### config.mk
export PLATFORM = sky130hd
export DESIGN_NAME = bf16_stream_accumulator_flat
export DESIGN_NICKNAME = d
export VERILOG_FILES = /design/src/rtl/bf16_stream_accumulator_pkg.sv /design/src/rtl/bf16_stream_accumulator_if.sv /design/src/rtl/bf16_stream_accumulator_lzc.sv /design/src/rtl/bf16_stream_accumulator.sv /design/src/flat_wrapper.sv
export SDC_FILE = /design/constraint.sdc
export NUM_CORES = 1
export LEC_CHECK = 0
export ABC_AREA = 1
export CORE_MARGIN = 3
export CORE_UTILIZATION = 30
export CTS_BUF_LIST = sky130_fd_sc_hd__clkbuf_4
export DETAILED_ROUTE_END_ITERATION = 10
export GPL_TIMING_DRIVEN = 0
export SYNTH_ARGS = -nofsm -noshare
export SYNTH_HDL_FRONTEND = slang
export SYNTH_SLANG_ARGS = --single-unit
### constraint.sdc
create_clock -name clk -period 7.6 [get_ports clk]
set_input_delay 1.52 -clock clk [delete_from_list [all_inputs] [get_ports clk]]
set_output_delay 1.52 -clock clk [all_outputs]
set_load 0.005 [all_outputs]
### src/rtl/bf16_stream_accumulator_pkg.sv
// bf16_stream_accumulator_pkg
// Shared BF16 field layout, special encodings, FSM state encoding and small
// classification helpers used by the stream accumulator and its testbench.
package bf16_stream_accumulator_pkg;

    localparam int BIAS   = 127;
    localparam int EXP_W  = 8;
    localparam int MANT_W = 7;
    // hidden bit + 7 mantissa bits + guard/round/sticky
    localparam int EXT_W  = 11;
    // extended mantissa plus carry-out
    localparam int SUM_W  = 12;

    localparam logic [EXP_W-1:0] EXP_MAX = 8'd255;
    localparam logic [15:0]      QNAN    = 16'h7FC0;
    localparam logic [15:0]      PINF    = 16'h7F80;
    localparam logic [15:0]      NINF    = 16'hFF80;
    localparam logic [15:0]      PZERO   = 16'h0000;

    typedef enum logic [2:0] {
        ST_IDLE  = 3'd0,
        ST_ALIGN = 3'd1,
        ST_ADD   = 3'd2,
        ST_NORM  = 3'd3,
        ST_OUT   = 3'd4
    } acc_state_e;

    typedef struct packed {
        logic              sign;
        logic [EXP_W-1:0]  exp;
        logic [MANT_W-1:0] mant;
    } bf16_t;

    function automatic logic is_nan(input bf16_t v);
        return (v.exp == EXP_MAX) && (v.mant != '0);
    endfunction

    function automatic logic is_inf(input bf16_t v);
        return (v.exp == EXP_MAX) && (v.mant == '0);
    endfunction

    // Unsigned magnitude used for operand ordering; exp==0 counts as zero
    // because subnormals are flushed.
    function automatic logic [EXP_W+MANT_W-1:0] magnitude(input bf16_t v);
        return (v.exp == '0) ? '0 : {v.exp, v.mant};
    endfunction

    // Mantissa with hidden bit and three empty guard/round/sticky positions.
    function automatic logic [EXT_W-1:0] expand(input bf16_t v);
        return (v.exp == '0) ? '0 : {1'b1, v.mant, 3'b000};
    endfunction

endpackage

### src/rtl/bf16_stream_accumulator_if.sv
// bf16_stream_accumulator_if
// Input element stream and output result stream of the accumulator.
// master: producer of elements / consumer of results; slave: the accumulator.
interface bf16_stream_accumulator_if #(
    parameter int CNT_W = 8
);
    logic             in_valid;
    logic             in_ready;
    logic [15:0]      in_data;
    logic             in_last;
    logic             out_valid;
    logic             out_ready;
    logic [15:0]      out_data;
    logic [CNT_W-1:0] out_count;

    modport master (
        output in_valid, in_data, in_last, out_ready,
        input  in_ready, out_valid, out_data, out_count
    );

    modport slave (
        input  in_valid, in_data, in_last, out_ready,
        output in_ready, out_valid, out_data, out_count
    );
endinterface

### src/rtl/bf16_stream_accumulator_lzc.sv
// bf16_lzc
// 12-bit combinational leading-zero counter; an all-zero input reports 12.
module bf16_lzc (
    input  logic [11:0] data_i,
    output logic [3:0]  count_o
);

    // Scan upward so the highest set bit determines the final count.
    always_comb begin
        count_o = 4'd12;
        for (int i = 0; i < 12; i++) begin
            if (data_i[i]) begin
                count_o = 4'(11 - i);
            end
        end
    end

endmodule

### src/rtl/bf16_stream_accumulator.sv
// bf16_stream_accumulator
// Accumulates an in_last-terminated stream of BF16 words with a four-cycle
// IDLE/ALIGN/ADD/NORM loop and presents the sum and element count in OUT.
// Build option: define BF16_ACC_RNE_EN for round-to-nearest-even; otherwise
// results are truncated toward zero like the upstream adder.
module bf16_stream_accumulator
    import bf16_stream_accumulator_pkg::*;
#(
    parameter int CNT_W = 8
) (
    input  logic                     clk,
    input  logic                     rst,
    bf16_stream_accumulator_if.slave bus
);

    acc_state_e       state_q, state_d;
    logic             rdy_en_q;
    logic [15:0]      acc_q;
    logic [15:0]      op_q;
    logic             last_q;
    logic [CNT_W-1:0] cnt_q;

    logic             sign_q;
    logic             sub_q;
    logic [EXP_W-1:0] exp_q;
    logic [EXT_W-1:0] ma_q;
    logic [EXT_W-1:0] mb_q;
    logic             spec_q;
    logic [15:0]      spec_val_q;
    logic [SUM_W-1:0] sum_q;

    logic             accept_w;
    logic             in_ready_w;
    logic             out_valid_w;
    logic [15:0]      out_data_w;
    logic [CNT_W-1:0] out_count_w;

    bf16_t            acc_w;
    bf16_t            op_w;
    bf16_t            big_w;
    bf16_t            small_w;
    logic             swap_w;
    logic [EXP_W-1:0] diff_w;
    logic [EXT_W-1:0] big_ext_w;
    logic [EXT_W-1:0] small_full_w;
    logic [EXT_W-1:0] small_ext_w;
    logic [EXT_W-1:0] lost_mask_w;
    logic             spec_w;
    logic [15:0]      spec_val_w;

    logic [3:0]        lz_w;
    logic [3:0]        shamt_w;
    logic [EXT_W-1:0]  norm_m_w;
    logic signed [9:0] norm_e_w;
    logic              round_up_w;
    logic [8:0]        mant8_w;
    logic [MANT_W-1:0] rnd_mant_w;
    logic signed [9:0] rnd_e_w;
    logic [15:0]       result_w;

    assign acc_w    = bf16_t'(acc_q);
    assign op_w     = bf16_t'(op_q);
    assign accept_w = (state_q == ST_IDLE) && rdy_en_q && bus.in_valid;

    assign bus.in_ready  = in_ready_w;
    assign bus.out_valid = out_valid_w;
    assign bus.out_data  = out_data_w;
    assign bus.out_count = out_count_w;

    // State register; rdy_en_q keeps in_ready low for the first cycle after reset.
    always_ff @(posedge clk or posedge rst) begin
        if (rst) begin
            state_q  <= ST_IDLE;
            rdy_en_q <= 1'b0;
        end else begin
            state_q  <= state_d;
            rdy_en_q <= 1'b1;
        end
    end

    // Next-state and handshake outputs; results are only visible in OUT.
    always_comb begin
        state_d     = state_q;
        in_ready_w  = 1'b0;
        out_valid_w = 1'b0;
        out_data_w  = '0;
        out_count_w = '0;
        unique case (state_q)
            ST_IDLE: begin
                in_ready_w = rdy_en_q;
                if (accept_w) begin
                    state_d = ST_ALIGN;
                end
            end
            ST_ALIGN: state_d = ST_ADD;
            ST_ADD:   state_d = ST_NORM;
            ST_NORM:  state_d = last_q ? ST_OUT : ST_IDLE;
            ST_OUT: begin
                out_valid_w = 1'b1;
                out_data_w  = acc_q;
                out_count_w = cnt_q;
                if (bus.out_ready) begin
                    state_d = ST_IDLE;
                end
            end
            default: state_d = ST_IDLE;
        endcase
    end

    // Order operands by magnitude and right-shift the smaller one, folding
    // every shifted-out bit into the sticky position.
    always_comb begin
        swap_w       = magnitude(op_w) > magnitude(acc_w);
        big_w        = swap_w ? op_w : acc_w;
        small_w      = swap_w ? acc_w : op_w;
        diff_w       = big_w.exp - small_w.exp;
        big_ext_w    = expand(big_w);
        small_full_w = expand(small_w);
        lost_mask_w  = '0;
        if (diff_w >= 8'd11) begin
            small_ext_w = {{(EXT_W-1){1'b0}}, |small_full_w};
        end else begin
            lost_mask_w = ~({EXT_W{1'b1}} << diff_w);
            small_ext_w = (small_full_w >> diff_w)
                        | {{(EXT_W-1){1'b0}}, |(small_full_w & lost_mask_w)};
        end
    end

    // NaN and infinity operands bypass the datapath with a fixed result.
    always_comb begin
        spec_w     = 1'b1;
        spec_val_w = QNAN;
        if (is_nan(acc_w) || is_nan(op_w)) begin
            spec_val_w = QNAN;
        end else if (is_inf(acc_w) && is_inf(op_w)) begin
            spec_val_w = (acc_w.sign != op_w.sign) ? QNAN : acc_q;
        end else if (is_inf(acc_w)) begin
            spec_val_w = acc_q;
        end else if (is_inf(op_w)) begin
            spec_val_w = op_q;
        end else begin
            spec_w = 1'b0;
        end
    end

    bf16_lzc u_lzc (
        .data_i  (sum_q),
        .count_o (lz_w)
    );

    // Normalize the raw sum so the hidden bit sits at bit 10, round, then
    // apply zero, underflow and overflow encodings.
    always_comb begin
        shamt_w = lz_w - 4'd1;
        if (sum_q[SUM_W-1]) begin
            norm_m_w = {sum_q[SUM_W-1:2], sum_q[1] | sum_q[0]};
            norm_e_w = $signed({2'b00, exp_q}) + 10'sd1;
        end else begin
            norm_m_w = sum_q[EXT_W-1:0] << shamt_w;
            norm_e_w = $signed({2'b00, exp_q}) - $signed({6'b000000, shamt_w});
        end
`ifdef BF16_ACC_RNE_EN
        round_up_w = norm_m_w[2] & (norm_m_w[3] | norm_m_w[1] | norm_m_w[0]);
`else
        round_up_w = 1'b0;
`endif
        mant8_w = {1'b0, norm_m_w[EXT_W-1:3]} + {8'b0, round_up_w};
        if (mant8_w[8]) begin
            rnd_mant_w = '0;
            rnd_e_w    = norm_e_w + 10'sd1;
        end else begin
            rnd_mant_w = mant8_w[MANT_W-1:0];
            rnd_e_w    = norm_e_w;
        end
        if (spec_q) begin
            result_w = spec_val_q;
        end else if (sum_q == '0) begin
            result_w = PZERO;
        end else if (rnd_e_w <= 10'sd0) begin
            result_w = PZERO;
        end else if (rnd_e_w >= 10'sd255) begin
            result_w = sign_q ? NINF : PINF;
        end else begin
            result_w = {sign_q, rnd_e_w[EXP_W-1:0], rnd_mant_w};
        end
    end

    // Element capture, saturating count and accumulator write-back/clear.
    always_ff @(posedge clk or posedge rst) begin
        if (rst) begin
            op_q   <= '0;
            last_q <= 1'b0;
            cnt_q  <= '0;
            acc_q  <= PZERO;
        end else begin
            if (accept_w) begin
                op_q   <= bus.in_data;
                last_q <= bus.in_last;
                if (cnt_q != {CNT_W{1'b1}}) begin
                    cnt_q <= cnt_q + 1'b1;
                end
            end
            if (state_q == ST_NORM) begin
                acc_q <= result_w;
            end
            if ((state_q == ST_OUT) && bus.out_ready) begin
                acc_q <= PZERO;
                cnt_q <= '0;
            end
        end
    end

    // Aligned operands and special-case result held for the ADD/NORM stages.
    always_ff @(posedge clk or posedge rst) begin
        if (rst) begin
            sign_q     <= 1'b0;
            sub_q      <= 1'b0;
            exp_q      <= '0;
            ma_q       <= '0;
            mb_q       <= '0;
            spec_q     <= 1'b0;
            spec_val_q <= '0;
        end else if (state_q == ST_ALIGN) begin
            sign_q     <= big_w.sign;
            sub_q      <= big_w.sign ^ small_w.sign;
            exp_q      <= big_w.exp;
            ma_q       <= big_ext_w;
            mb_q       <= small_ext_w;
            spec_q     <= spec_w;
            spec_val_q <= spec_val_w;
        end
    end

    // Signed-magnitude add; ordering guarantees the difference is non-negative.
    always_ff @(posedge clk or posedge rst) begin
        if (rst) begin
            sum_q <= '0;
        end else if (state_q == ST_ADD) begin
            sum_q <= sub_q ? ({1'b0, ma_q} - {1'b0, mb_q})
                           : ({1'b0, ma_q} + {1'b0, mb_q});
        end
    end

endmodule

### src/flat_wrapper.sv
// flat-port wrapper written by rule: the top's interface ports become plain ports
module bf16_stream_accumulator_flat import bf16_stream_accumulator_pkg::*;
#(
    parameter int CNT_W = 8
)
  (clk, rst, bus_in_valid, bus_in_data, bus_in_last, bus_out_ready, bus_in_ready, bus_out_valid, bus_out_data, bus_out_count);
  bf16_stream_accumulator_if #(.CNT_W(CNT_W)) bus_i ();
  input  logic clk;
  input  logic rst;
  input wire logic [$bits(bus_i.in_valid)-1:0] bus_in_valid;
  input wire logic [$bits(bus_i.in_data)-1:0] bus_in_data;
  input wire logic [$bits(bus_i.in_last)-1:0] bus_in_last;
  input wire logic [$bits(bus_i.out_ready)-1:0] bus_out_ready;
  output wire logic [$bits(bus_i.in_ready)-1:0] bus_in_ready;
  output wire logic [$bits(bus_i.out_valid)-1:0] bus_out_valid;
  output wire logic [$bits(bus_i.out_data)-1:0] bus_out_data;
  output wire logic [$bits(bus_i.out_count)-1:0] bus_out_count;
  assign bus_i.in_valid = bus_in_valid;
  assign bus_i.in_data = bus_in_data;
  assign bus_i.in_last = bus_in_last;
  assign bus_i.out_ready = bus_out_ready;
  assign bus_in_ready = bus_i.in_ready;
  assign bus_out_valid = bus_i.out_valid;
  assign bus_out_data = bus_i.out_data;
  assign bus_out_count = bus_i.out_count;
  bf16_stream_accumulator #(.CNT_W(CNT_W)) u_core (.clk(clk), .rst(rst), .bus(bus_i));
endmodule
=== Yosys cells after proc, flatten, opt, wreduce, memory -nomap -nowiden ===
Index checks and enable logic that the tools add are counted.

* Flip-flop bits (word level): 106
* Latch bits: 0
* Bits in writable memories: 0
* Bits in read-only memories: 0
* Input bits: 21
* Memories kept: 0

* Add/sub/neg operators: 7
* Multipliers: 0
* Div/mod/pow operators: 0
* Order comparisons: 4
* Equal/unequal tests: 10
* Shift operators: 3
* Multiplexer cells: 49
* Bitwise logic cells: 5
* Reductions and logical operators: 26

{| class="wikitable"
|+ Operators by type and width
! kind !! number
|-
| 16-bit 2-to-1 mux || 15
|-
| 4-bit 2-to-1 mux || 11
|-
| 11-bit 2-to-1 mux || 3
|-
| 8-bit zero test || 4
|-
| 8-bit 2-to-1 mux || 4
|-
| 15-bit 2-to-1 mux || 2
|-
| 11-bit OR reduction || 2
|-
| 10-bit 2-to-1 mux || 2
|-
| 8-bit equality test, second input constant || 2
|-
| 15-bit > comparator || 1
|-
| 3-bit one-hot mux with 5 select lines || 1
|-
| 7-bit zero test || 2
|-
| 7-bit nonzero test || 2
|-
| 11-bit by 11-bit adder with 12-bit output || 1
|-
| 12-bit zero test || 1
|-
| 12-bit 2-to-1 mux || 1
|-
| 3-bit 2-to-1 mux || 4
|-
| 11-bit by 11-bit subtractor with 12-bit output || 1
|-
| 11-bit AND || 1
|-
| 11-bit NOT || 1
|-
| 11-bit by 1-bit OR with 11-bit output || 1
|-
| 11-bit by 4-bit << shifter with 10-bit output || 1
|-
| 11-bit by 8-bit << shifter with 11-bit output, first input constant || 1
|-
| 11-bit by 8-bit right shift with 11-bit output || 1
|-
| other kinds (23) || 39
|}

=== Logic depth before layout (Yosys ltp) ===
Gate-level depths: netlist (run 1).

* Depth after elaboration: 22
* Mapped depth: 35
* Mapped depth without buffers: 34

=== Modules after synthesis ===
Synthesis (run 1) repeated with hierarchy kept, for this count alone.

* Cell total of the unflattened synthesis: 1149
* Area total of the unflattened synthesis: 7729.9 µm²

{| class="wikitable"
|+ Modules (own cells, without submodules)
! module !! instances !! cells each !! area an instance (µm²) !! sequential area each (µm²)
|-
| bf16_stream_accumulator || 1 || 1115 || 7586.0 || 2577.5
|-
| bf16_lzc || 1 || 34 || 143.9 || 0.0
|}

=== Worst setup path before layout (run 1) ===
OpenSTA, ideal clock, no wires.

* Path type: flip-flop to flip-flop
* From: reg u_core.sum_q[0]
* To: reg u_core.acc_q[0]
* Arrival: 4226 ps
* Data required time: 7517 ps
* Slack: 3291 ps
* Cell stages (with the launch flop): 32
* Path through: dfrtp_1 -> inv_1 -> nor2_1 -> o21ai_0 -> nand2_1 -> nand2_1 -> a21oi_1 -> o21ai_0 -> nand2_1 -> nand2_1 -> clkbuf_1 -> buf_2 -> ha_1 -> xor2_1 -> inv_1 -> ha_1 -> nand2_1 -> nand2_1 -> a31oi_1 -> or2_2 -> nand2_1 -> a21oi_1 -> xor2_1 -> nor2_1 -> a31o_2 -> inv_1 -> nand3_1 -> nor2_1 -> o21ai_0 -> o21ai_0 -> nand2_1 -> o21ai_0

* Cells in the longest elaborated chain, start to end: 22

{| class="wikitable"
|+ Ends and longest elaborated chain
! element !! line !! source
|-
| start: declaration || bf16_stream_accumulator.sv:30 || <nowiki>logic [SUM_W-1:0] sum_q;</nowiki>
|-
| start signal: assignment || bf16_stream_accumulator.sv:239 || <nowiki>sum_q <= sub_q ? ({1'b0, ma_q} - {1'b0, mb_q})</nowiki>
|-
| 3-bit 2-to-1 mux || bf16_stream_accumulator_lzc.sv:12 || <nowiki>if (data_i[i]) begin</nowiki>
|-
| 4-bit 2-to-1 mux (11 in a row) || bf16_stream_accumulator_lzc.sv:12 ||
|-
| 4-bit by 1-bit subtractor with 4-bit output || bf16_stream_accumulator.sv:154 || <nowiki>shamt_w = lz_w - 4'd1;</nowiki>
|-
| 8-bit by 4-bit subtractor with 9-bit output || bf16_stream_accumulator.sv:160 || <nowiki>norm_e_w = $signed({2'b00, exp_q}) - $signed({6'b000000, shamt_w});</nowiki>
|-
| 10-bit 2-to-1 mux || bf16_stream_accumulator.sv:155 || <nowiki>if (sum_q[SUM_W-1]) begin</nowiki>
|-
| 10-bit by 9-bit greater-or-equal comparator with 1-bit output || bf16_stream_accumulator.sv:181 || <nowiki>end else if (rnd_e_w >= 10'sd255) begin</nowiki>
|-
| 16-bit 2-to-1 mux || bf16_stream_accumulator.sv:181 ||
|-
| 16-bit 2-to-1 mux || bf16_stream_accumulator.sv:179 || <nowiki>end else if (rnd_e_w <= 10'sd0) begin</nowiki>
|-
| 16-bit 2-to-1 mux (*) || bf16_stream_accumulator.sv:177 || <nowiki>end else if (sum_q == '0) begin</nowiki>
|-
| 16-bit 2-to-1 mux (*) || bf16_stream_accumulator.sv:175 || <nowiki>if (spec_q) begin</nowiki>
|-
| 16-bit 2-to-1 mux (*) || bf16_stream_accumulator.sv:203 || <nowiki>if (state_q == ST_NORM) begin</nowiki>
|-
| 16-bit 2-to-1 mux (*) || bf16_stream_accumulator.sv:206 || <nowiki>if ((state_q == ST_OUT) && bus.out_ready) begin</nowiki>
|-
| end signal: assignment || bf16_stream_accumulator.sv:204 || <nowiki>acc_q <= result_w;</nowiki>
|-
| end: declaration || bf16_stream_accumulator.sv:18 || <nowiki>logic [15:0] acc_q;</nowiki>
|}

Every way passes the cells marked *; elsewhere a longest branch is shown, timed or not. The select of a mux whose other input is x is not followed.
A chain may end at the register's enable or synchronous reset.

=== Worst setup path after layout (run 1) ===
* From: reg u_core.sum_q[0]
* To: reg u_core.acc_q[3]

Same word-level chain as after synthesis.

==> flow_metrics.tcl, run 1 <==
set metrics [dict create \
    status "finished, final reports clean" \
    synth_flop_cell "dfrtp_1" \
    grt_max_degree 72 \
    synth_fp_nets 1215 \
    vias_per_cell 4.94 \
    io_buffers 46 \
    gp_congestion 0.901 \
    worstPathRequired_ps 8010 \
    cp_max_fo 11 \
    path_class "reg -> reg" \
    fill_cells 2780 \
    dieArea_um2 27900 \
    insertedDiodeCount 0 \
    hold_path.class "reg -> reg" \
    utilization_pct 35.0 \
    cts_resized 0 \
    drt-total-wl_mm 23.4 \
    drv_slew 0 \
    vias 7665 \
    grt_pass1_vias 7419 \
    postRouteAntennaNets 0 \
    die_y_um 167 \
    cts_tree "yes" \
    cp_slowest_cell "nor2_1" \
    setup_tns_ps 0 \
    cp_slowest_stage_delay_ps 480 \
    coreArea_um2 25300 \
    clk_latency_ps 490 \
    setup_viol 0 \
    start_util_pct 30.7 \
    rows 58 \
    drive_gt1_share_pct 6.38 \
    cts_inserted_buffers 9 \
    hold_buffers 0 \
    finalHoldViolCount 0 \
    rrSetupSlack_ps 1980 \
    synth_area_per_cell_um2 6.71 \
    drtIter0Drc 527 \
    path_common_cell "nand2_1" \
    yosys-top-cells-area "dfrtp_1, nand2_1, o21ai_0, inv_1, ha_1" \
    cts.reportedPaths.clkPinSlew_ps 190 \
    grt_first_pass_wirelength_mm 38.6 \
    drc 0 \
    yosys-top-cells-count "nand2_1, inv_1, o21ai_0" \
    hpwl_mm 18.5 \
    area_growth_pct 13.7 \
    skew_ps 28.3 \
    cts_setup_buffers 0 \
    fmax_ghz 0.178 \
    cp.arrival_ps 6030 \
    cp-end-kind "flop" \
    synth.most_common_cell "nand2_1" \
    io_pins 47 \
    synth-seq-cells 103 \
    syn-instance-count 1160 \
    drv_cap 0 \
    firstDrtPassIters 5 \
    synth_warnings 0 \
    wl_per_cell_um 15.1 \
    htreeDepth 3 \
    cts_buffer_depth 2 \
    rsz0062_at_grt "false" \
    yosysTopAreaCell "dfrtp_1" \
    cts.root.buffer_cell "clkbuf_4" \
    clock_sinks 103 \
    start_kind "flop" \
    ys_seq_area_share_pct 33.1 \
    yosysUniqueCellTypes 51 \
    synth_edf_count 0 \
    synth_area_um2 7790 \
    dieWidth_um 167 \
    period_share_pct 73.9 \
    min_period_ps 5620 \
    max_slew_margin_pct 40.8 \
    layout.nets 1273 \
    grt_usage_pct 16.9 \
    antenna_found_initial 0 \
    grt-ovfl-total 0 \
    synth_top_cell_area_share_pct 33.1 \
    async_flop_share_pct 100 \
    worst_pin_slew_ps 886 \
]
metrics by stage:
step	hold WS (ps)	setup WS (ps)	instance area, µm²	cells
2_1_floorplan	419	3290	7790	1160
3_3_place_gp	433	1720	8660	1536
3_5_place_dp	439	2150	8690	1537
4_1_cts	480	2030	8850	1553
5_1_grt	502	1230	8850	1553
6_report	474	1980	8850	1553
path summary, 6_finish.rpt:
kind	from	endpoint	cells past startpoint
max in group asynchronous	rst	u_core.op_q[8]	3
worst min-delay path	u_core.spec_val_q[14]	u_core.spec_val_q[14]	2
worst min register to register	u_core.spec_val_q[14]	u_core.spec_val_q[14]	2
worst max register to register	u_core.sum_q[0]	u_core.acc_q[3]	31
min in group asynchronous	rst	u_core.cnt_q[1]	2
worst max-delay path	u_core.sum_q[0]	u_core.acc_q[3]	31
critical path, delay by kind of cell (launching register included):
| family | cells | cell delay, ps |
|---|---|---|
| xor gates and xnor gates | 2 | 560 |
| buffers and inverters | 5 | 990 |
| DFF | 1 | 460 |
| AOI/OAI and AO/OA | 9 | 1400 |
| adders and majority gates | 2 | 550 |
| and+or+nand+nor | 13 | 1570 |
state kept, by name (all words and copies together) (netlist names):
signal and count:
u_core.acc_q 16, u_core.cnt_q 8, u_core.exp_q 8, u_core.last_q 1, u_core.ma_q 8, u_core.mb_q 11
u_core.op_q 16, u_core.rdy_en_q 1, u_core.sign_q 1, u_core.spec_q 1, u_core.spec_val_q 16, u_core.state_q 3
u_core.sub_q 1, u_core.sum_q 12
logic make-up after synthesis:
group / synth area share (%)
AO/OA/AOI/OAI: 16.5
XOR/XNOR: 2.81
adder cells (fa/ha/maj): 5.56
buffers and inverters: 11.2
flip-flops: 33.1
other: 0.0482
AND/OR/NAND/NOR: 30.7
routing by layer:
metal	global-route usage, %	up-vias	routed length, µm
li1	-	3864	-
met1	24.7	3620	11600
met2	27.0	161	10400
met3	2.41	20	1140
met4	2.73	0	240
met5	0	-	0
cell usage in the layout, fill, tap and decap left out, drive strengths merged, types with 2 or more instances in the layout:
master	instances
a21oi	52
a31oi	3
and2	2
buf	12
clkbuf	41
clkdlybuf4s50	46
clkinv	3
dfrtp	103
ha	33
inv	184
nand2	311
nand3	53
nand4	23
nor2	103
nor3	18
nor4	14
o211ai	5
o21ai	154
o21bai	2
o22ai	12
o32ai	2
or2	7
xnor2	2
xor2	23
cell type report:
class,instances,area (µm²),area share (%)
Buffer,43,196,2.22
Clock inverter,7,87.6,0.989
Sequential cell,103,2580,29.1
Tap cell,330,413,4.66
Multi-Input combinational cell,833,4340,49.0
Inverter,181,682,7.70
Timing Repair Buffer,47,488,5.51
Clock buffer,9,67.6,0.763
Power of run 1 is left out: the tool's default activity adds up to more than one toggle a clock period on the data nets, which glitch-free logic cannot reach.
==> run 2, diff against run 1 <==
clock period = 4.7 ns   (was 7.6 ns; I/O delays follow)
==> flow_metrics.tcl, run 2 (synthesis gave the netlist of run 1 again) <==
set metrics [dict create \
    drv_slew 0 \
    drt-total-wl_mm 23.6 \
    insertedDiodeCount 0 \
    skew_ps 27.6 \
    hold_path.class "reg -> reg" \
    layout_commonest_cell "nand2_1" \
    setup_ws_ps 279 \
    grt_usage_pct 16.8 \
    cp_slowest_stage_delay_ps 470 \
    reg_top3 "u_core.acc_q (16), u_core.op_q (16), u_core.spec_val_q (16)" \
    grt_first_pass_wirelength_mm 38.6 \
    dieWidth_um 167 \
    vias 7759 \
    clk_latency_ps 490 \
    drc 0 \
    cts_inserted_buffers 9 \
    hpwl_mm 18.5 \
    grt-ovfl-total 0 \
    cp.arrival_ps 4780 \
    firstDrtPassIters 5 \
    drv_cap 0 \
    gp_congestion 0.901 \
    path_common_cell "nand2_1" \
    max_slew_margin_pct 41.1 \
    cp_slowest_cell "dfrtp_1" \
    hold_buffers 0 \
    dieArea_um2 27900 \
    place_area_um2 8690 \
    wl_per_cell_um 15.1 \
    drtIter0Drc 581 \
    utilization_pct 35.6 \
    antenna_found_initial 0 \
    area_growth_pct 15.9 \
    io_pins 47 \
    path_class "reg -> reg" \
    io_buffers 46 \
    cp-end-kind "flop" \
    rrSetupSlack_ps 280 \
    grt_pass1_vias 7412 \
    clock_sinks 103 \
    cp_max_fo 11 \
    worst_pin_slew_ps 875 \
    start_util_pct 30.7 \
    fmax_ghz 0.226 \
    cts_buffer_depth 2 \
    drive_gt1_share_pct 9.01 \
    cts.root.buffer_cell "clkbuf_4" \
    min_period_ps 4420 \
    most-common-layout-cells "nand2_1, inv_1, o21ai_0, dfrtp_1, nor2_1" \
    pre_cts_ws_ps -746 \
    start_kind "flop" \
    finalInstanceArea_um2 9030 \
    cts_tree "yes" \
    postRouteAntennaNets 0 \
    period_share_pct 94.1 \
    setup_viol 0 \
    finalHoldViolCount 0 \
    htreeDepth 3 \
    coreArea_um2 25300 \
    vias_per_cell 4.97 \
    worstPathRequired_ps 5060 \
    cts.reportedPaths.clkPinSlew_ps 190 \
    layout.nets 1282 \
    rows 58 \
    status "finished, final reports clean" \
    grt_max_degree 72 \
    die_y_um 167 \
]
-- run 2: final cells by class --
cell class	instances	area, µm²
Buffer	42	205
Clock buffer	9	67.6
Tap cell	330	413
Sequential cell	103	2580
Inverter	181	682
Multi-Input combinational cell	833	4430
Timing Repair Buffer	57	563
Clock inverter	7	87.6
Fill cell	2766	16300
-- run 2: repair_timing --
item / in CTS / in global routing
buffers inserted: 1 / 9
setup endpoints to repair: 16 / 26
resized for setup: 9 / 29
pin swaps: 1 / 6
-- run 2: worst paths after layout --
path | startpoint | to | depth (start not counted)
setup / recovery | u_core.sum_q[0] | u_core.acc_q[5] | 32
hold / removal | u_core.spec_val_q[14] | u_core.spec_val_q[14] | 2
setup reg to reg | u_core.sum_q[0] | u_core.acc_q[5] | 32
hold reg to reg | u_core.spec_val_q[14] | u_core.spec_val_q[14] | 2
max in group asynchronous | rst | u_core.op_q[8] | 3
min in group asynchronous | rst | u_core.cnt_q[1] | 2
-- run 2: critical path, delay by kind of cell, from the launching register on --
kind                       cells  cell delay (ps)
and+or+nand+nor               15             1570
adders and majority gates      2              380
AOI/OAI and AO/OA              7              850
buffers and inverters          6              680
DFF                            1              470
xor gates and xnor gates       2              340
-- run 2: metal layers --
metal,up-vias,track usage (%),wire length [µm]
li1,3878,-,-
met1,3649,24.7,11700
met2,214,27.0,10500
met3,18,2.41,1210
met4,0,2.73,208
met5,-,0,0
-- run 2: metrics by stage --
step	hold slack, ps	std cells	TNS (ps)
finish	473	1562	0
detailed placement	439	1537	-6030
floorplan	419	1160	0
global route	502	1562	-543
global placement	433	1536	-65700
CTS	480	1553	0
Power of run 2 is left out for the same reason.
==> run 3, diff against run 2 <==
CORE_MARGIN = 10   (was 3)
CTS_BUF_LIST = sky130_fd_sc_hd__clkbuf_8   (was sky130_fd_sc_hd__clkbuf_4)
==> flow_metrics.tcl, run 3 (synthesis gave the netlist of run 1 again) <==
set metrics [dict create \
    status "finished, final reports clean" \
    worstPathRequired_ps 4980 \
    grt-ovfl-total 0 \
    min_period_ps 4330 \
    io_pins 47 \
    rrSetupSlack_ps 370 \
    rows 58 \
    area_growth_pct 16.1 \
    finalHoldViolCount 0 \
    start_util_pct 30.7 \
    timing.rr.start "u_core.sum_q[11]" \
    io_buffers 46 \
    whs_path_depth 2 \
    hpwl_mm 18.7 \
    cts_tree "yes" \
    dieWidth_um 181 \
    drtIter0Drc 728 \
    cts.root.buffer_cell "clkbuf_8" \
    cts_buffer_depth 2 \
    cts.reportedPaths.clkPinSlew_ps 110 \
    setup_ws_ps 368 \
    fmax_ghz 0.231 \
    path_class "reg -> reg" \
    worstHoldEndpoint "u_core.spec_val_q[14]" \
    insertedDiodeCount 0 \
    wl_per_cell_um 15.3 \
    cts_inserted_buffers 9 \
    skew_ps 17.9 \
    reg2reg_to "u_core.acc_q[6]" \
    cp_slowest_stage_delay_ps 480 \
    cp_slowest_cell "clkbuf_1" \
    critical-path-top-delay-family "buffers and inverters" \
    start_kind "flop" \
    period_share_pct 92.2 \
    drv_cap 0 \
    vias 7771 \
    htreeDepth 3 \
    layout.nets 1282 \
    clk_latency_ps 400 \
    grt_pass1_vias 7415 \
    layout.cells.non_filler 1562 \
    antenna_found_initial 0 \
    hold_path.class "reg -> reg" \
    vias_per_cell 4.98 \
    setup_viol 0 \
    grt_first_pass_wirelength_mm 38.4 \
    cp.arrival_ps 4610 \
    coreArea_um2 25300 \
    critPathBufInv 8 \
    postRouteAntennaNets 0 \
    most-common-layout-cells "nand2_1, inv_1, o21ai_0, dfrtp_1, nor2_1" \
    reg_top3 "u_core.acc_q (16), u_core.op_q (16), u_core.spec_val_q (16)" \
    layout_commonest_cell "nand2_1" \
    hold_buffers 0 \
    fin_hold_ws_ps 462 \
    min_from "u_core.spec_val_q[14]" \
    grt_usage_pct 14.1 \
    gp_congestion 0.945 \
    cp-end-kind "flop" \
    die_y_um 181 \
    drc 0 \
    drt-total-wl_mm 23.9 \
    max_slew_margin_pct 44.8 \
    firstDrtPassIters 5 \
    grt_max_degree 71 \
    worst_pin_slew_ps 825 \
    worst-r2r-cell-count 25 \
    dp_cells 1539 \
    pre_cts_ws_ps -658 \
    drv_slew 0 \
    clock_sinks 103 \
    cp_max_fo 11 \
    drive_gt1_share_pct 8.93 \
    dieArea_um2 32800 \
]
-- run 3: how the worst max path moves through the flow --
stage	from	endpoint	slack, ps	depth (start not counted)
2_1_floorplan	u_core.sum_q[0]	u_core.acc_q[0]	390	31
3_3_place_gp	u_core.sum_q[0]	u_core.acc_q[0]	-610	31
3_5_place_dp	u_core.sum_q[0]	u_core.acc_q[3]	-660	31
4_1_cts	u_core.op_q[11]	u_core.mb_q[0]	30	27
5_1_grt	u_core.sum_q[0]	u_core.acc_q[6]	-2	31
6_report	u_core.sum_q[11]	u_core.acc_q[6]	370	25
-- run 3: timing repair --
| action | 4_1_cts | 5_1_grt |
|---|---|---|
| resized for setup | 6 | 32 |
| pin swaps | 1 | 5 |
| endpoints found under the setup margin | 16 | 27 |
| buffers inserted | 1 | 8 |
-- run 3: tightest hold or removal path: cells and delay by family, from the launching register on --
kind / cells / cell delay, ps
buffers and inverters: 1 / 40
DFF: 1 / 330
and+or+nand+nor: 1 / 60
-- run 3: routing by layer --
layer	global-route usage, %	routed length, µm	part of all wire [%]	up-vias
li1	-	-	-	3871
met1	19.8	11500	48	3668
met2	22.1	10800	45	215
met3	3.08	1370	5.7	17
met4	2.02	204	0.86	0
met5	0	0	0	-
-- run 3: layout make-up --
type / instances / area (µm²)
clock buffer: 9 / 124
multi-input combinational: 833 / 4420
sequential: 103 / 2580
clock inverter: 7 / 50.0
buffer: 41 / 204
timing repair buffer: 58 / 569
fill: 2680 / 16300
tap: 330 / 413
inverter: 181 / 682
-- run 3: through the flow --
stage                     setup TNS, ps  instance area, µm²  util, %
after detailed placement          -5100                8700     34.4
after CTS                             0                8910     35.2
after global routing              -1.95                9040     35.7
after global placement           -64360                8660     34.2
final                                 0                9040     35.7
after floorplan                       0                7790        -
Power of run 3 is left out for the same reason.
